===== config.mk =====
export PLATFORM = sky130hd
export DESIGN_NAME = mem_refill_arbiter
export DESIGN_NICKNAME = d
export VERILOG_FILES = /design/src/rtl/mem_refill_arbiter.sv
export SDC_FILE = /design/constraint.sdc
export NUM_CORES = 1
export LEC_CHECK = 0
export CORE_MARGIN = 3
export CORE_UTILIZATION = 32
export CTS_BUF_LIST = sky130_fd_sc_hd__clkbuf_4
export DETAILED_ROUTE_END_ITERATION = 10
export PLACE_DENSITY = 0.91
export SYNTH_ARGS = -nofsm -noshare
export SYNTH_HDL_FRONTEND = slang
export SYNTH_SLANG_ARGS = --single-unit

===== constraint.sdc =====
create_clock -name clk -period 1.5 [get_ports clk]
set_input_delay 0.3 -clock clk [delete_from_list [all_inputs] [get_ports clk]]
set_output_delay 0.3 -clock clk [all_outputs]
set_load 0.05 [all_outputs]

===== src/rtl/mem_refill_arbiter.sv =====
// mem_refill_arbiter - round-robin sharing of one memory burst port between icache refills
// and dcache refills/writebacks, with read-beat routing and core stall generation.
module mem_refill_arbiter #(
  parameter int ADDR_W    = 32,
  parameter int DATA_W    = 32,
  parameter int BURST_LEN = 4
) (
  input  logic              clk,
  input  logic              rst_n,
  input  logic              ic_req,
  input  logic [ADDR_W-1:0] ic_addr,
  output logic              ic_rvalid,
  output logic              ic_done,
  input  logic              dc_req,
  input  logic              dc_we,
  input  logic [ADDR_W-1:0] dc_addr,
  input  logic [DATA_W-1:0] dc_wdata,
  output logic              dc_wnext,
  output logic              dc_rvalid,
  output logic              dc_done,
  output logic [DATA_W-1:0] rdata,
  output logic              mem_cmd_valid,
  input  logic              mem_cmd_ready,
  output logic              mem_cmd_we,
  output logic [ADDR_W-1:0] mem_cmd_addr,
  output logic              mem_wvalid,
  input  logic              mem_wready,
  output logic [DATA_W-1:0] mem_wdata,
  input  logic              mem_rvalid,
  input  logic [DATA_W-1:0] mem_rdata,
  output logic              stall
);

  localparam int CNT_W = $clog2(BURST_LEN) + 1;
  localparam logic [CNT_W-1:0] LAST_BEAT = CNT_W'(BURST_LEN - 1);
  localparam logic OWN_IC = 1'b0;
  localparam logic OWN_DC = 1'b1;

  typedef enum logic [2:0] {IDLE, CMD, WDATA, RDATA, DONE} state_t;

  state_t             state, state_nxt;
  logic               owner, owner_nxt;
  logic               last_gnt, last_gnt_nxt;
  logic               we_q, we_nxt;
  logic [ADDR_W-1:0]  addr_q, addr_nxt;
  logic [CNT_W-1:0]   count, count_nxt;
  logic               grant;

  always_ff @(posedge clk or negedge rst_n) begin
    if (!rst_n) begin
      state    <= IDLE;
      owner    <= OWN_IC;
      last_gnt <= OWN_DC;
      we_q     <= 1'b0;
      addr_q   <= '0;
      count    <= '0;
    end else begin
      state    <= state_nxt;
      owner    <= owner_nxt;
      last_gnt <= last_gnt_nxt;
      we_q     <= we_nxt;
      addr_q   <= addr_nxt;
      count    <= count_nxt;
    end
  end

  always_comb begin
    state_nxt     = state;
    owner_nxt     = owner;
    last_gnt_nxt  = last_gnt;
    we_nxt        = we_q;
    addr_nxt      = addr_q;
    count_nxt     = count;
    grant         = OWN_IC;
    ic_rvalid     = 1'b0;
    ic_done       = 1'b0;
    dc_wnext      = 1'b0;
    dc_rvalid     = 1'b0;
    dc_done       = 1'b0;
    rdata         = '0;
    mem_cmd_valid = 1'b0;
    mem_cmd_we    = 1'b0;
    mem_cmd_addr  = '0;
    mem_wvalid    = 1'b0;
    mem_wdata     = '0;

    case (state)
      IDLE: begin
        if (ic_req || dc_req) begin
          // On a tie the side that did not win last time goes first.
          grant     = (ic_req && dc_req) ? ~last_gnt : dc_req;
          owner_nxt = grant;
          addr_nxt  = (grant == OWN_DC) ? dc_addr : ic_addr;
          we_nxt    = (grant == OWN_DC) && dc_we;
          state_nxt = CMD;
        end
      end
      CMD: begin
        mem_cmd_valid = 1'b1;
        mem_cmd_we    = we_q;
        mem_cmd_addr  = addr_q;
        if (mem_cmd_ready) begin
          count_nxt = '0;
          state_nxt = we_q ? WDATA : RDATA;
        end
      end
      WDATA: begin
        mem_wvalid = 1'b1;
        mem_wdata  = dc_wdata;
        if (mem_wready) begin
          dc_wnext  = 1'b1;
          count_nxt = count + 1'b1;
          if (count == LAST_BEAT) state_nxt = DONE;
        end
      end
      RDATA: begin
        rdata     = mem_rdata;
        ic_rvalid = mem_rvalid && (owner == OWN_IC);
        dc_rvalid = mem_rvalid && (owner == OWN_DC);
        if (mem_rvalid) begin
          count_nxt = count + 1'b1;
          if (count == LAST_BEAT) state_nxt = DONE;
        end
      end
      DONE: begin
        ic_done      = (owner == OWN_IC);
        dc_done      = (owner == OWN_DC);
        last_gnt_nxt = owner;
        state_nxt    = IDLE;
      end
      default: state_nxt = IDLE;
    endcase
  end

  // Gated by rst_n so the stall is also low while reset is held.
  assign stall = rst_n && (ic_req || dc_req || (state != IDLE));

endmodule


## Word level (Yosys, flattened, before mapping)

Cells that the tools add are included.

- Register bits: 41
- Bits of input ports: 136
- Output and inout port bits: 105
- Word-level logic and storage cells: 56

- Add/subtract/negate cells: 1
- Equal/unequal tests: 9
- Muxes and demuxes: 25
- Bitwise operators: 2
- Reduce and logical (&&, ||, !) cells: 13

Operator list:

| operator | count |
|---|---|
| two-way mux 32 bit | 4 |
| two-way mux 3 bit | 8 |
| one-hot mux 3 bit (4 select lines) | 1 |
| two-way mux 1 bit | 11 |
| equality test 3 x 2 -> 1 bit (second input constant) | 3 |
| one-hot mux 3 bit (3 select lines) | 1 |
| != test 2 bit (second input constant) | 4 |
| AND reduction 4 bit | 2 |
| nonzero test 3 bit | 2 |
| logical AND 1 bit | 5 |
| adder 3 x 1 -> 3 bit (second input constant) | 1 |
| equality test 3 x 1 -> 1 bit (second input constant) | 1 |
| equality test 3 bit (second input constant) | 1 |
| zero test 3 bit | 1 |
| logical OR 1 bit | 2 |
| inverter 1 bit | 2 |
| AND reduction 2 bit | 1 |

## Logic depth before layout (Yosys ltp)

Gate-level depths: netlist of run 1.

- Depth after elaboration: 4
- Depth in mapped cells: 7

## Worst setup path before layout of run 1

No wires, ideal clock.

- Path kind: register to output
- From: register state[2]
- To: output port ic_rvalid
- Data arrival time: 1.629 ns
- Required time: 1.200 ns
- Slack: -0.429 ns
- Cell stages (with the launch flop): 6
- Buffers on the path: 2
- Cell sequence: dfrtp_1 -> buf_6 -> and3b_1 -> buf_2 -> nand2_1 -> nor2_1

- Cells in the longest elaborated chain, start to end: 2

Ends and longest elaborated chain:

| what | line | text |
|---|---|---|
| from (decl) | 41 | `state_t state, state_nxt;` |
| from (signal assigned) | 58 | `state <= state_nxt;` |
| equality test 3 x 2 -> 1 bit | 87 | `case (state)` |
| two-way mux 1 bit | 87 |  |
| to (decl) | 12 | `output logic ic_rvalid,` |

Every way passes these cells.

## Worst setup path in the final report of run 1

- From: register state[2]
- To: output port rdata[26]

- Cells in the longest elaborated chain, start to end: 2

Ends and longest elaborated chain:

| what | line | text |
|---|---|---|
| equality test 3 x 2 -> 1 bit | 87 |  |
| two-way mux 32 bit | 87 |  |
| to (decl) | 21 | `output logic [DATA_W-1:0] rdata,` |

Every way passes these cells.

==> flow_summary.ini, run 1 <==
[placement]
place_inst = 645
port_buffers = 240
dp.final_hpwl_mm = 10.3
gp_congestion = 0.927

[yosys]
syn-instance-count = 305
ys_seq_elements = 41
ys_seq_area_share_pct = 37.8
syn_area_per_cell_um2 = 8.91
yosysWarnings = 0
synthFlopType = dfrtp_1
synthDistinctLibCells = 33
synth_nets = 443
synth-edff-count = 0
synth.cell_area_um2 = 2720
async_flop_share_pct = 100

[status]
violations = setup timing
outcome = complete, but fails checks

[power_and_ir_drop]
p_leak_nw = 3.06
p_per_area_nw_per_um2 = 2050
vdd_ir_drop_max_v = 0.00119
p_total_mw = 14.2

[clock_network]
root_buffer = clkbuf_4
cts_sinks = 41
numCtsBuffers = 5
cts_tree = done
clk_latency_ns = 0.35
clk_pin_slew_ns = 0.13
clock_path_buffers = 2
htreeDepth = 2
postCtsHoldBufs = 0

[sta]
hold_violations = 0
finClkSkew_ns = 0.00997
finalWorstSetupSlack_ns = -0.460
relSlewSlack_pct = 64.0
finalCriticalPeriod_ns = 1.96
setup_viol_count_final = 134
rsz0062_at_grt = true
worstMarginPinSlew_ns = 0.540
slew_viol_final = 0
max_freq_mhz = 510
min_period_over_period_pct = 131
fin_setup_tns_ns = -44.92

[layout]
layout-drive-gt1-share_pct = 46.5
layout_commonest_cell = clkdlybuf4s50_1
final_cell_mix = clkdlybuf4s50_1 (134), buf_12 (110), and2_4 (89)
stdcell_count = 662
area_delta_synth_final_pct = 155
nNetsFinal = 696

[floorplan]
fp.dieH_um = 98.2
die-area_um2 = 9640
chipWidth_um = 98.2
io-pin-count = 241
core_area_um2 = 7970
initial_utilization_pct = 34.1
rows = 32

[critical_path]
start_kind = register
cp.required_ns = 1.20
path_class = register to output pin
cp.arrival_ns = 1.66
endpoint_kind = output pin
critPathLaunch = state[2]$_DFFE_PN0P_
r2r_start = state[0]$_DFFE_PN0P_
critPathMaxFanout = 21

[global_routing]
grt_use_met3_pct = 6.00
busiest_layer = met2
grt_pass1_vias = 3603
grt.total_usage_pct = 26.0
grt_antenna_before_repair = 1
grt_overflow = 0
gr-usage-met2_pct = 51.0
grt_pass1_wl_mm = 19.7
grt_max_degree = 42
grt_use_met1_pct = 26.5

[run]
maxCapViolCount = 0

[drt]
dr.pass1.iters = 5
drt-initial-drc-count = 114
viasPerCell = 4.90
wire_per_inst_um = 19.6
drc = 0
routed-via-count = 3247
drt.antenna.violating_nets = 0
totalWireLength_mm = 12.9

[min_path]
hp-class = input pin to asynchronous set/reset pin
synthesized netlist by cell type (2+ instances only):
cell type,n,share of area [%]
nor3b_2,2,0.92
o21ai_0,9,1.7
buf_4,2,0.55
a21oi_1,3,0.55
and2_1,99,23
nor2_1,5,0.69
buf_2,10,1.8
o21ai_1,26,4.8
nand2_1,40,5.5
dfrtp_1,40,37
mux2i_1,35,13
inv_1,2,0.28
and3_1,2,0.46
buf_6,7,2.9
ha_1,2,0.92
clkbuf_1,4,0.55
critical path: stages, from the launching register on:
cell and delay (ns):
dfrtp_2 0.47, and3b_2 0.35, buf_12 0.18, and2_2 0.18, buf_12 0.13
flip-flops by register name (all words and copies together) (netlist names):
signal,count
state,3
we_q,1
last_gnt,1
count,3
owner,1
addr_q,32
final cells by class:
type	instances	area, um2
multi-input combinational	239	1850
timing repair buffer	269	3830
tap	102	128
clock inverter	2	33.8
inverter	2	7.51
sequential	41	1030
fill	383	1040
clock buffer	6	45.0
antenna	1	2.50
logic make-up after synthesis:
family,synth area share (%)
AO/OA/AOI/OAI,8.88
adder cells (fa/ha/maj),0.920
buffers and inverters,6.12
flip-flops,37.8
multiplexers,13.9
AND/OR/NAND/NOR,32.4
per-stage QoR:
step / utilization (%) / hold slack (ns) / setup WS [ns] / instance area [um2]
5_1_grt: 86.9 / 0.0651 / -0.541 / 6930
3_5_place_dp: 83.0 / 0.450 / -0.243 / 6610
2_1_floorplan: - / 0.00441 / -0.0534 / 3010
6_report: 86.9 / 0.0457 / -0.460 / 6930
3_3_place_gp: 83.0 / 0.434 / -0.163 / 6610
4_1_cts: 86.4 / 0.0643 / -0.443 / 6890
per-layer routing:
metal | wire (um) | vias to the layer above
met5 | 0 | -
met4 | 451 | 0
met3 | 861 | 32
met2 | 7220 | 169
met1 | 4410 | 1544
li1 | - | 1502
report_power, final:
group	switching [mW]	total (mW)	internal (mW)
clock	0.386	0.751	0.366
sequential	0.375	2.01	1.64
combinational	5.72	11.4	5.73
path summary, 6_finish.rpt:
| kind | endpoint | slack (ns) | cells past startpoint |
|---|---|---|---|
| worst max-delay path | rdata[26] | -0.46 | 4 |
| worst min-delay path | addr_q[14]$_DFFE_PN0P_ | 0.05 | 2 |
| worst max register to register | addr_q[10]$_DFFE_PN0P_ | -0.09 | 8 |
| worst min register to register | addr_q[13]$_DFFE_PN0P_ | 0.50 | 2 |
| max in group asynchronous | state[0]$_DFFE_PN0P_ | 1.06 | 2 |
| min in group clk | addr_q[13]$_DFFE_PN0P_ | 0.50 | 2 |
timing repair:
action                     in CTS  in global routing
resized for setup              24                 10
cloned                          4                  1
pin swaps                       5                 11
setup endpoints to repair     136                141
setup buffers                   2                  1
Note: power is estimated with default switching activity, not from simulation.
==> run 2, diff against run 1 <==
--- a/config.mk
+++ b/config.mk
@@ -10,6 +10,7 @@
 export CTS_BUF_LIST = sky130_fd_sc_hd__clkbuf_4
 export DETAILED_ROUTE_END_ITERATION = 10
 export PLACE_DENSITY = 0.91
+export REMOVE_ABC_BUFFERS = 1
 export SYNTH_ARGS = -nofsm -noshare
 export SYNTH_HDL_FRONTEND = slang
 export SYNTH_SLANG_ARGS = --single-unit
==> run 2 against run 1 <==
Against the previous run:
- the flow still finishes with violations (setup timing)
- clock skew increased by 0.020 ns
- power increased by 8.9%
- wire length is 40% higher
- setup slack worse by 0.088 ns
- critical path depth grew 1
- sequential cell count is the same
- hold slack improved by 0.024 ns
- largest cell class unchanged
- highest routed layer is now met5
==> flow_summary.ini, run 2 (synthesis gave the netlist of run 1 again) <==
[status]
outcome = complete, but fails checks
violations = setup timing

[layout]
register_area_um2 = 1030
final_cell_mix = clkdlybuf4s50_1 (134), buf_12 (115), and2_4 (98)
layout_commonest_cell = clkdlybuf4s50_1
n_fill_cell = 280
layout-drive-gt1-share_pct = 50.4
reg_top3 = addr_q (32), count (3), state (3)
fin_area_um2 = 7200
nNetsFinal = 706
multi_input_area_um2 = 1940
top_register = addr_q
stdcell_count = 671
largest_reg_flops = 32
area_delta_synth_final_pct = 165

[clock_network]
htreeDepth = 2
clk_latency_ns = 0.36
cts_sinks = 41
clk_pin_slew_ns = 0.15
numCtsBuffers = 5
cts_tree = done
postCtsHoldBufs = 0
root_buffer = clkbuf_4
clock_path_buffers = 2

[critical_path]
start_kind = register
critPathMaxFanout = 9
path_class = register to output pin
cp.required_ns = 1.20
endpoint_kind = output pin
rrSetupSlack_ns = -0.36
cp.arrival_ns = 1.75

[sta]
relSlewSlack_pct = 64.7
hold_violations = 0
worstMarginPinSlew_ns = 0.529
min_period_over_period_pct = 136
finalCriticalPeriod_ns = 2.05
rsz0062_at_grt = true
fin_setup_tns_ns = -60.08
finClkSkew_ns = 0.0296
slew_viol_final = 0
finalWorstSetupSlack_ns = -0.547
max_freq_mhz = 488
setup_viol_count_final = 142

[run]
maxCapViolCount = 0

[global_routing]
grt_max_degree = 42
grt_pass1_vias = 3996
grt_overflow = 0
grt.total_usage_pct = 33.8
grt_pass1_wl_mm = 24.7
grt_antenna_before_repair = 3

[placement]
place_area_um2 = 6380
port_buffers = 240
place_inst = 646
dp.final_hpwl_mm = 11.0
gp_congestion = 0.964

[power_and_ir_drop]
p_total_mw = 15.5
vdd_ir_drop_max_v = 0.00110
p_leak_nw = 3.18
p_per_area_nw_per_um2 = 2150

[min_path]
hp-class = input pin to asynchronous set/reset pin

[drt]
wire_per_inst_um = 27.1
drc = 0
dr.pass1.iters = 5
totalWireLength_mm = 18.2
viasPerCell = 5.48
routed-via-count = 3674
drt.antenna.violating_nets = 0
drt-initial-drc-count = 177

[floorplan]
io-pin-count = 241
core_area_um2 = 7970
rows = 32
die-area_um2 = 9640
chipWidth_um = 98.2
fp.dieH_um = 98.2
initial_utilization_pct = 34.1
## run 2: changes by cell type in the layout (fill, tap and decap cells not counted), moves of 5 or more
cell	change
o21ai_1	-7
o21ai_0	-5
and2_4	+9
and2_2	-9
o21ai_2	+9
buf_12	+5
## run 2: path summary, 6_finish.rpt
path	from	endpoint	cells after the start
worst max-delay path	state[0]$_DFFE_PN0P_	mem_cmd_addr[3]	5
worst min-delay path	rst_n	addr_q[14]$_DFFE_PN0P_	2
worst max register to register	state[0]$_DFFE_PN0P_	addr_q[24]$_DFFE_PN0P_	9
worst min register to register	addr_q[18]$_DFFE_PN0P_	addr_q[18]$_DFFE_PN0P_	2
max in group asynchronous	rst_n	state[2]$_DFFE_PN0P_	2
min in group clk	addr_q[18]$_DFFE_PN0P_	addr_q[18]$_DFFE_PN0P_	2
## run 2: timing repair
| item | CTS | global route |
|---|---|---|
| setup endpoints to repair | 135 | 142 |
| buffers inserted | 5 | 4 |
| gates cloned | 7 | 2 |
| pin swaps | 10 | 19 |
| endpoints found under the hold margin | 0 | 0 |
| resized for setup | 117 | 57 |
## run 2: report_power, final
group	switching, mW	total, mW	internal, mW
registers	0.500	2.14	1.64
logic	6.45	12.8	6.31
clock network	0.394	0.564	0.170
total	7.35	15.5	8.12
## run 2: cell type report
type,instances,share of cell area [%]
Clock inverter,2,0.156
Clock buffer,5,0.521
Timing Repair Buffer,279,56.1
Antenna cell,1,0.0348
Multi-Input combinational cell,239,26.9
Tap cell,102,1.77
Inverter,2,0.104
Sequential cell,41,14.3
## run 2: worst max-delay path, stage by stage (launching register included)
cell and delay (ns):
dfrtp_2 0.46, nor3b_4 0.24, buf_6 0.19, buf_8 0.16, and2_4 0.19, buf_12 0.14
## run 2: layer usage
layer	GRT usage [%]	wire (um)	vias up
met5	0	21	-
met4	13.4	1040	4
met3	11.6	1730	89
met2	60.2	9150	298
met1	36.8	6240	1753
li1	-	-	1530
## run 2: stage by stage
| stage | util [%] | hold slack (ns) | setup WS, ns |
|---|---|---|---|
| finish | 90.3 | 0.0698 | -0.547 |
| global route | 90.3 | 0.113 | -0.583 |
| CTS | 87.2 | 0.0881 | -0.434 |
| detailed placement | 80.1 | 0.472 | -0.350 |
| global placement | 80.1 | 0.456 | -0.302 |
| floorplan | - | 0.00441 | -1.21 |
